[config.mk]
export PLATFORM = sky130hd
export DESIGN_NAME = run_ctrl
export DESIGN_NICKNAME = d
export VERILOG_FILES = /design/src/rtl/run_pkg.sv /design/src/rtl/run_cnt.sv /design/src/rtl/run_ctrl.sv
export SDC_FILE = /design/constraint.sdc
export NUM_CORES = 1
export LEC_CHECK = 0
export ABC_AREA = 1
export BUFFER_PORTS_ARGS = -buffer_cell sky130_fd_sc_hd__buf_4
export CORE_ASPECT_RATIO = 1.1
export CORE_MARGIN = 2
export CORE_UTILIZATION = 57
export CTS_BUF_LIST = sky130_fd_sc_hd__clkbuf_4 sky130_fd_sc_hd__clkbuf_8
export CTS_CLUSTER_SIZE = 30
export DETAILED_ROUTE_END_ITERATION = 8
export PLACE_DENSITY = 0.77
export SLEW_MARGIN = 20
export SYNTH_ARGS = -nofsm -noshare
export SYNTH_HDL_FRONTEND = slang
export SYNTH_SLANG_ARGS = --single-unit
[constraint.sdc]
create_clock -name clk -period 1.7 [get_ports clk]
set_input_delay 0.51 -clock clk [delete_from_list [all_inputs] [get_ports clk]]
set_output_delay 0.51 -clock clk [all_outputs]
set_load 0.05 [all_outputs]
[src/rtl/run_pkg.sv]
// Shared types and defaults for the batch run controller.
package run_pkg;

  typedef enum logic [2:0] {
    IDLE,
    RST,
    REQ,
    RUN,
    LOG,
    DONE
  } run_state_t;

  localparam int RST_CYC_DEF = 4;
  localparam int TO_CYC_DEF  = 16'hFFFF;

endpackage

[src/rtl/run_cnt.sv]
// Saturating RUN-cycle counter, timeout compare and per-program count storage.
module run_cnt
  import run_pkg::*;
#(
  parameter int NPROG  = 3,
  parameter int PW     = 2,
  parameter int CW     = 16,
  parameter int TO_CYC = TO_CYC_DEF
) (
  input  logic          clk,
  input  logic          reset,
  input  logic          clr_cyc,
  input  logic          en_cyc,
  input  logic          clr_all,
  input  logic          wr_en,
  input  logic [PW-1:0] wr_sel,
  input  logic [PW-1:0] rd_sel,
  output logic [CW-1:0] rd_data,
  output logic          cyc_to
);

  localparam logic [CW-1:0] CYC_MAX = '1;
  localparam logic [CW-1:0] TO_VAL  = CW'(TO_CYC);

  logic [CW-1:0] cyc;
  logic [CW-1:0] cnt_mem [1:NPROG];

  assign cyc_to = (cyc == TO_VAL);

  // Cycle counter: cleared in REQ, counts up during RUN and sticks at all-ones.
  always_ff @(posedge clk or negedge reset) begin
    if (!reset) begin
      cyc <= '0;
    end else if (clr_cyc) begin
      cyc <= '0;
    end else if (en_cyc && (cyc != CYC_MAX)) begin
      cyc <= cyc + 1'b1;
    end
  end

  // Count storage: wiped at batch start, written with the live cycle count.
  always_ff @(posedge clk or negedge reset) begin
    if (!reset) begin
      for (int i = 1; i <= NPROG; i++) cnt_mem[i] <= '0;
    end else if (clr_all) begin
      for (int i = 1; i <= NPROG; i++) cnt_mem[i] <= '0;
    end else begin
      for (int i = 1; i <= NPROG; i++) begin
        if (wr_en && (wr_sel == PW'(i))) cnt_mem[i] <= cyc;
      end
    end
  end

  // Read port: indices outside 1..NPROG read as zero.
  always_comb begin
    rd_data = '0;
    for (int i = 1; i <= NPROG; i++) begin
      if (rd_sel == PW'(i)) rd_data = cnt_mem[i];
    end
  end

endmodule

[src/rtl/run_ctrl.sv]
// Batch run controller: resets the core, requests each program in turn,
// waits for done and records per-program RUN cycle counts.
//
//  state | meaning
//  IDLE  | core held in reset, waiting for start
//  RST   | core reset held for RST_CYC cycles before a program
//  REQ   | one-cycle req pulse to the core, cycle counter cleared
//  RUN   | waiting for a done rising edge, counting cycles
//  LOG   | store count, advance to next program or finish
//  DONE  | batch finished (normal or timeout), core held in reset
module run_ctrl
  import run_pkg::*;
#(
  parameter int NPROG   = 3,
  parameter int PW      = 2,
  parameter int CW      = 16,
  parameter int RST_CYC = RST_CYC_DEF,
  parameter int TO_CYC  = TO_CYC_DEF
) (
  input  logic          clk,
  input  logic          reset,
  input  logic          start,
  input  logic          core_done,
  output logic          core_rst,
  output logic          core_req,
  output logic [PW-1:0] prog_sel,
  output logic          busy,
  output logic          all_done,
  output logic          timeout,
  input  logic [PW-1:0] cnt_rd_sel,
  output logic [CW-1:0] cnt_rd_data
);

  localparam int            RW       = $clog2(RST_CYC + 1);
  localparam logic [RW-1:0] RST_LOAD = RW'(RST_CYC - 1);

  run_state_t    state;
  logic          done_q;
  logic          done_rise;
  logic [RW-1:0] rst_cnt;
  logic          cyc_to;
  logic          launch;
  logic          wr_en;

  assign done_rise = core_done & ~done_q;
  assign launch    = ((state == IDLE) || (state == DONE)) && start;
  // A timeout store is suppressed when done rises in the same cycle; LOG stores instead.
  assign wr_en     = (state == LOG) || ((state == RUN) && cyc_to && !done_rise);

  run_cnt #(
    .NPROG (NPROG),
    .PW    (PW),
    .CW    (CW),
    .TO_CYC(TO_CYC)
  ) u_cnt (
    .clk    (clk),
    .reset  (reset),
    .clr_cyc(state == REQ),
    .en_cyc (state == RUN),
    .clr_all(launch),
    .wr_en  (wr_en),
    .wr_sel (prog_sel),
    .rd_sel (cnt_rd_sel),
    .rd_data(cnt_rd_data),
    .cyc_to (cyc_to)
  );

  // Sequencing FSM with registered outputs updated alongside the state.
  always_ff @(posedge clk or negedge reset) begin
    if (!reset) begin
      state    <= IDLE;
      core_rst <= 1'b1;
      core_req <= 1'b0;
      prog_sel <= PW'(1);
      busy     <= 1'b0;
      all_done <= 1'b0;
      timeout  <= 1'b0;
      done_q   <= 1'b0;
      rst_cnt  <= '0;
    end else begin
      done_q <= core_done;
      case (state)
        IDLE, DONE: begin
          if (start) begin
            state    <= RST;
            prog_sel <= PW'(1);
            timeout  <= 1'b0;
            all_done <= 1'b0;
            busy     <= 1'b1;
            core_rst <= 1'b1;
            rst_cnt  <= RST_LOAD;
          end
        end
        RST: begin
          if (rst_cnt == '0) begin
            state    <= REQ;
            core_rst <= 1'b0;
            core_req <= 1'b1;
          end else begin
            rst_cnt <= rst_cnt - 1'b1;
          end
        end
        REQ: begin
          state    <= RUN;
          core_req <= 1'b0;
        end
        RUN: begin
          if (done_rise) begin
            state <= LOG;
          end else if (cyc_to) begin
            state    <= DONE;
            timeout  <= 1'b1;
            all_done <= 1'b1;
            busy     <= 1'b0;
            core_rst <= 1'b1;
          end
        end
        LOG: begin
          if (prog_sel == PW'(NPROG)) begin
            state    <= DONE;
            all_done <= 1'b1;
            busy     <= 1'b0;
            core_rst <= 1'b1;
          end else begin
            state    <= RST;
            prog_sel <= prog_sel + 1'b1;
            core_rst <= 1'b1;
            rst_cnt  <= RST_LOAD;
          end
        end
        default: begin
          state    <= IDLE;
          core_rst <= 1'b1;
          core_req <= 1'b0;
          busy     <= 1'b0;
        end
      endcase
    end
  end

endmodule

Word level (Yosys, flattened, before mapping)
Cells that the tools add are included.
W data, S select, Z words.

word-level totals
  input bits = 6
  output and inout bits = 23
  logic and storage cells = 110
  register bits after elaboration = 78

cells by class
  $add $sub $neg = 3
  bitwise operators = 5
  equal/unequal tests = 21
  multiplexer cells = 37
  reduce and logical (&&, ||, !) cells = 31

operators with widths
  operator                 count
  $mux W16                 8
  $mux W48                 1
  $mux W3                  8
  $add A16 B1 Y16 const B  1
  $eq A16 B16 Y1 const B   1
  $ne A16 B16 Y1 const B   1
  $pmux W3 S5              1
  $reduce_and A5 Y1        3
  $ne A2 B2 Y1 const B     6
  $reduce_bool A2 Y1       6
  $mux W1                  10
  $pmux W3 S3              1
  $eq A2 B2 Y1 const B     4
  $pmux W1 S4              2
  $reduce_and A4 Y1        2
  $logic_and A1 B1 Y1      7
  $eq A3 B2 Y1 const B     2
  $eq A3 B3 Y1 const B     2
  $logic_not A3 Y1         2
  $reduce_and A3 Y1        2
  $reduce_bool A3 Y1       2
  $eq A2 B1 Y1 const B     2
  $mux W2                  2
  $not A1 Y1               4
  other kinds (14)         17

Logic depth before layout (Yosys ltp)
  depth in word-level cells = 8
  depth in mapped cells = 10
  depth with buffers taken out = 9

Modules after synthesis
A second synthesis with hierarchy kept.

second synthesis, totals
  cells, all modules = 481
  area total of the unflattened synthesis = 4,141.5 um2

modules (own cells, without submodules)
  module    cells an instance  times used  sequential area each (um2)  area each (um2)
  run_cnt   372                1           1,601.5                     3,261.9
  run_ctrl  109                1           352.8                       879.6

Worst setup path after synthesis
No wires, ideal clock.

  path type = input to output
  from = in cnt_rd_sel[1]
  to = out cnt_rd_data[10]
  stages = 5
  arrival = 1.555 ns
  buffers on the path = 1
  required time = 1.190 ns
  setup slack = -0.365 ns
  path through = inv_1 > nor2_1 > clkbuf_1 > nand2_1 > nand3_1

on the way
  cells in the longest elaborated chain, start to end = 4
  elaborated cells on any way between the ends = 6
  those cells by class = 3 x eq/ne; 3 x mux

ends and longest elaborated chain
  element                RTL line        source
  start: declaration     run_ctrl.sv:30  input logic [PW-1:0] cnt_rd_sel,
  $eq A2 B1 Y1           run_cnt.sv:58   if (rd_sel == PW'(i)) rd_data = cnt_mem[i];
  $mux W16 (2 in a row)  run_cnt.sv:58
  $mux W16 (*)           run_cnt.sv:58
  end: declaration       run_ctrl.sv:31  output logic [CW-1:0] cnt_rd_data

Mark *: on every way between the ends. The rest lies on a longest branch, timed or not.

Final worst setup path
  from = in cnt_rd_sel[0]
  to = out cnt_rd_data[15]

Same word-level chain as after synthesis.

==> qor.yml <==
detailed_routing:
  drtAntennaViolNets: 0
  drc: 0
  via_count: 4084
  routedWlPerCell_um: 15.6
  totalWireLength_um: 11100
  initialDrtViolationCount: 344
  via_per_inst: 5.77
  dr.pass1.iters: 5
finish:
  num_antenna_cells: 0
  nFillCells: 496
  final_util_pct: 77.2
  final_layout_size_suffix_gt1_share_pct: 23.8
  area_growth_pct: 29.4
  nets: 630
  final_common_cell: "nand2_1"
  most-common-layout-cells: "nand2_1, nand3_1, dfrtp_1"
setup_path:
  r2r_cells: 10
  cp_data_arrival_time_ns: 1.29
  cp_max_fo: 8
  cp_common_cell: "buf_8"
  start_kind: "input pin"
  r2r-start: "u_cnt.cyc[0]$_DFFE_PN0P_"
  reg2reg_slack_ns: 0.07
  slowest_delay_ns: 0.19
  cpMaxStageDelayCell: "clkbuf_16"
  crit_chain: "buf_8 > nor2_4 > clkbuf_16 > nand2_1 > nand3_2 > buf_8"
  r2r-end: "u_cnt.cyc[3]$_DFFE_PN0P_"
  critPathKind: "input pin to output pin"
  cp-end-kind: "output pin"
  cp.required_ns: 1.19
place:
  place_congestion: 0.876
  portBuffers: 28
  dp_hpwl_um: 6980
  place_ws_ns: -0.127
timing:
  clock_skew_ns: 0.0112
  worstMarginPinSlew_ns: 0.489
  rsz0062_at_grt: "yes"
  fin_ws_ns: -0.0950
  fin_crit_ns: 1.80
  period_share_pct: 106
  tns_ns: -1.09
  hold_slack_ns: 0.0817
  max_freq_mhz: 557
  relSlewSlack_pct: 67.4
  hold_violations: 0
  drv_slew: 0
  setup_viol: 16
run:
  drv_cap: 0
die:
  dieArea_um2: 8120
  die_h_um: 94.3
  fp.coreArea_um2: 7090
  num_rows: 32
  chipWidth_um: 86.1
  start_util_pct: 59.7
  ios: 29
run_status:
  status: "complete, but fails checks"
  violations: "negative setup slack"
power:
  powerDensity_nw_per_um2: 1130
  irDropWorstVdd_v: 0.00120
  p_leak_uw: 0.00290
  p_total_uw: 6190
clock_network:
  htreeDepth: 3
  clk_latency_ns: 0.36
  cts_sinks: 78
  cts_tree: "yes"
  cts_root_buf: "clkbuf_8"
  cts-buffers-inserted: 9
  path_clk_slew_ns: 0.09
  clockBufferDepth: 2
  cts_hold_buf: 0
synth:
  synth_area_um2: 4230
  seq_area_frac_synth_pct: 46.2
  synth_area_per_cell_um2: 7.43
  synthCells: 569
  yosysUniqueCellTypes: 28
  yosys_warnings: 0
  synth_seq_cells: 78
  synth_nets: 581
hold_path:
  holdCritPathClass: "input pin to async pin"
global_route:
  grt_max_degree: 51
  grt_pass1_vias: 3726
  overflow: 0
  grt_pass1_wl_um: 17400
  grt_use_total_pct: 27.4
  antenna_found_initial: 0
==> synthesized netlist by cell type <==
cell      number  share of area [%]
nor2_1        42                3.7
nand2_4        1               0.27
nor3_4         1               0.38
clkbuf_1      13                1.2
a21oi_1        5               0.59
xor2_1         2               0.41
nand2_2        3               0.44
a22oi_1        1               0.18
dfrtp_1       76                 45
nor2_8         1               0.47
dfstp_2        2                1.2
nor3_1         1               0.12
nand3_2        3               0.71
inv_1         43                3.8
nor2_4         3               0.80
o21ai_1        7               0.83
nor2_2         2               0.30
nand4_1        8                1.2
inv_2          7               0.62
or2_2          1               0.15
buf_1          2               0.18
o21ai_0       10                1.2
ha_1           6                1.8
and2_1         1               0.15
buf_6          5                1.3
nand2_1      177                 16
nand3_1      140                 17
buf_2          6               0.71
==> registers in the layout, indices dropped and copies added (netlist names), 2 cells and up <==
| signal | cells |
|---|---|
| u_cnt.cnt_mem | 48 |
| rst_cnt | 3 |
| u_cnt.cyc | 16 |
| state | 3 |
| prog_sel | 2 |
==> critical path, delay by kind of cell <==
family	cells	cell delay [ns]
simple gates	3	0.34
buf+inv	3	0.44
==> kinds of logic (layout without fill, tap and decap cells) <==
logic type | count (synthesis) | after routing | share of synthesized area, %
fa+ha+maj | 6 | 6 | 1.78
compound gates | 23 | 23 | 2.78
buf+inv | 76 | 127 | 7.81
xor+xnor | 2 | 2 | 0.414
simple gates | 384 | 387 | 41.0
flops | 78 | 78 | 46.2
==> how the worst max path moves through the flow <==
stage | slack [ns] | to | cells past startpoint | from
2_1_floorplan | -0.02 | cnt_rd_data[10] | 5 | cnt_rd_sel[0]
3_3_place_gp | -0.09 | cnt_rd_data[6] | 6 | cnt_rd_sel[0]
3_5_place_dp | -0.13 | cnt_rd_data[14] | 6 | cnt_rd_sel[0]
4_1_cts | -0.08 | cnt_rd_data[14] | 7 | cnt_rd_sel[0]
5_1_grt | -0.12 | cnt_rd_data[15] | 6 | cnt_rd_sel[0]
6_report | -0.1 | cnt_rd_data[15] | 6 | cnt_rd_sel[0]
==> through the flow <==
step	instances	instance area, µm²
floorplan	569	4360
global placement	683	4780
detailed placement	683	4780
CTS	699	5150
global route	708	5470
finish	708	5470
==> area by class of cell <==
| class | count | area, µm² | area share (%) |
|---|---|---|---|
| clock inverters | 5 | 81.3 | 1.49 |
| flip-flops and latches | 78 | 1960 | 35.8 |
| inverters | 50 | 193 | 3.52 |
| well taps | 85 | 106 | 1.94 |
| repair buffers | 61 | 706 | 12.9 |
| clock buffers | 11 | 151 | 2.77 |
| multi-input cells | 418 | 2270 | 41.6 |
==> where the power goes <==
part           internal (µW)  total (µW)  switching (µW)
Clock                    907        1620             711
Sequential              2040        2170             134
Combinational            722        2400            1680
Total                   3670        6190            2520
==> what timing repair did <==
action                     CTS  global route
setup endpoints to repair   50            80
buffers inserted             0             4
resized for setup           36            53
pin swaps                    0             7
gates cloned                 0             5
==> layer usage <==
| layer | share of wire (%) | vias up | wire length [µm] | GRT usage [%] |
|---|---|---|---|---|
| li1 | - | 1956 | - | - |
| met1 | 41 | 1935 | 4560 | 36.0 |
| met3 | 6.3 | 20 | 699 | 4.22 |
| met2 | 51 | 173 | 5620 | 45.7 |
| met4 | 1.8 | 0 | 203 | 10.7 |
| met5 | 0 | - | 0 | 0 |
Note: power is estimated with default switching activity, not from simulation.
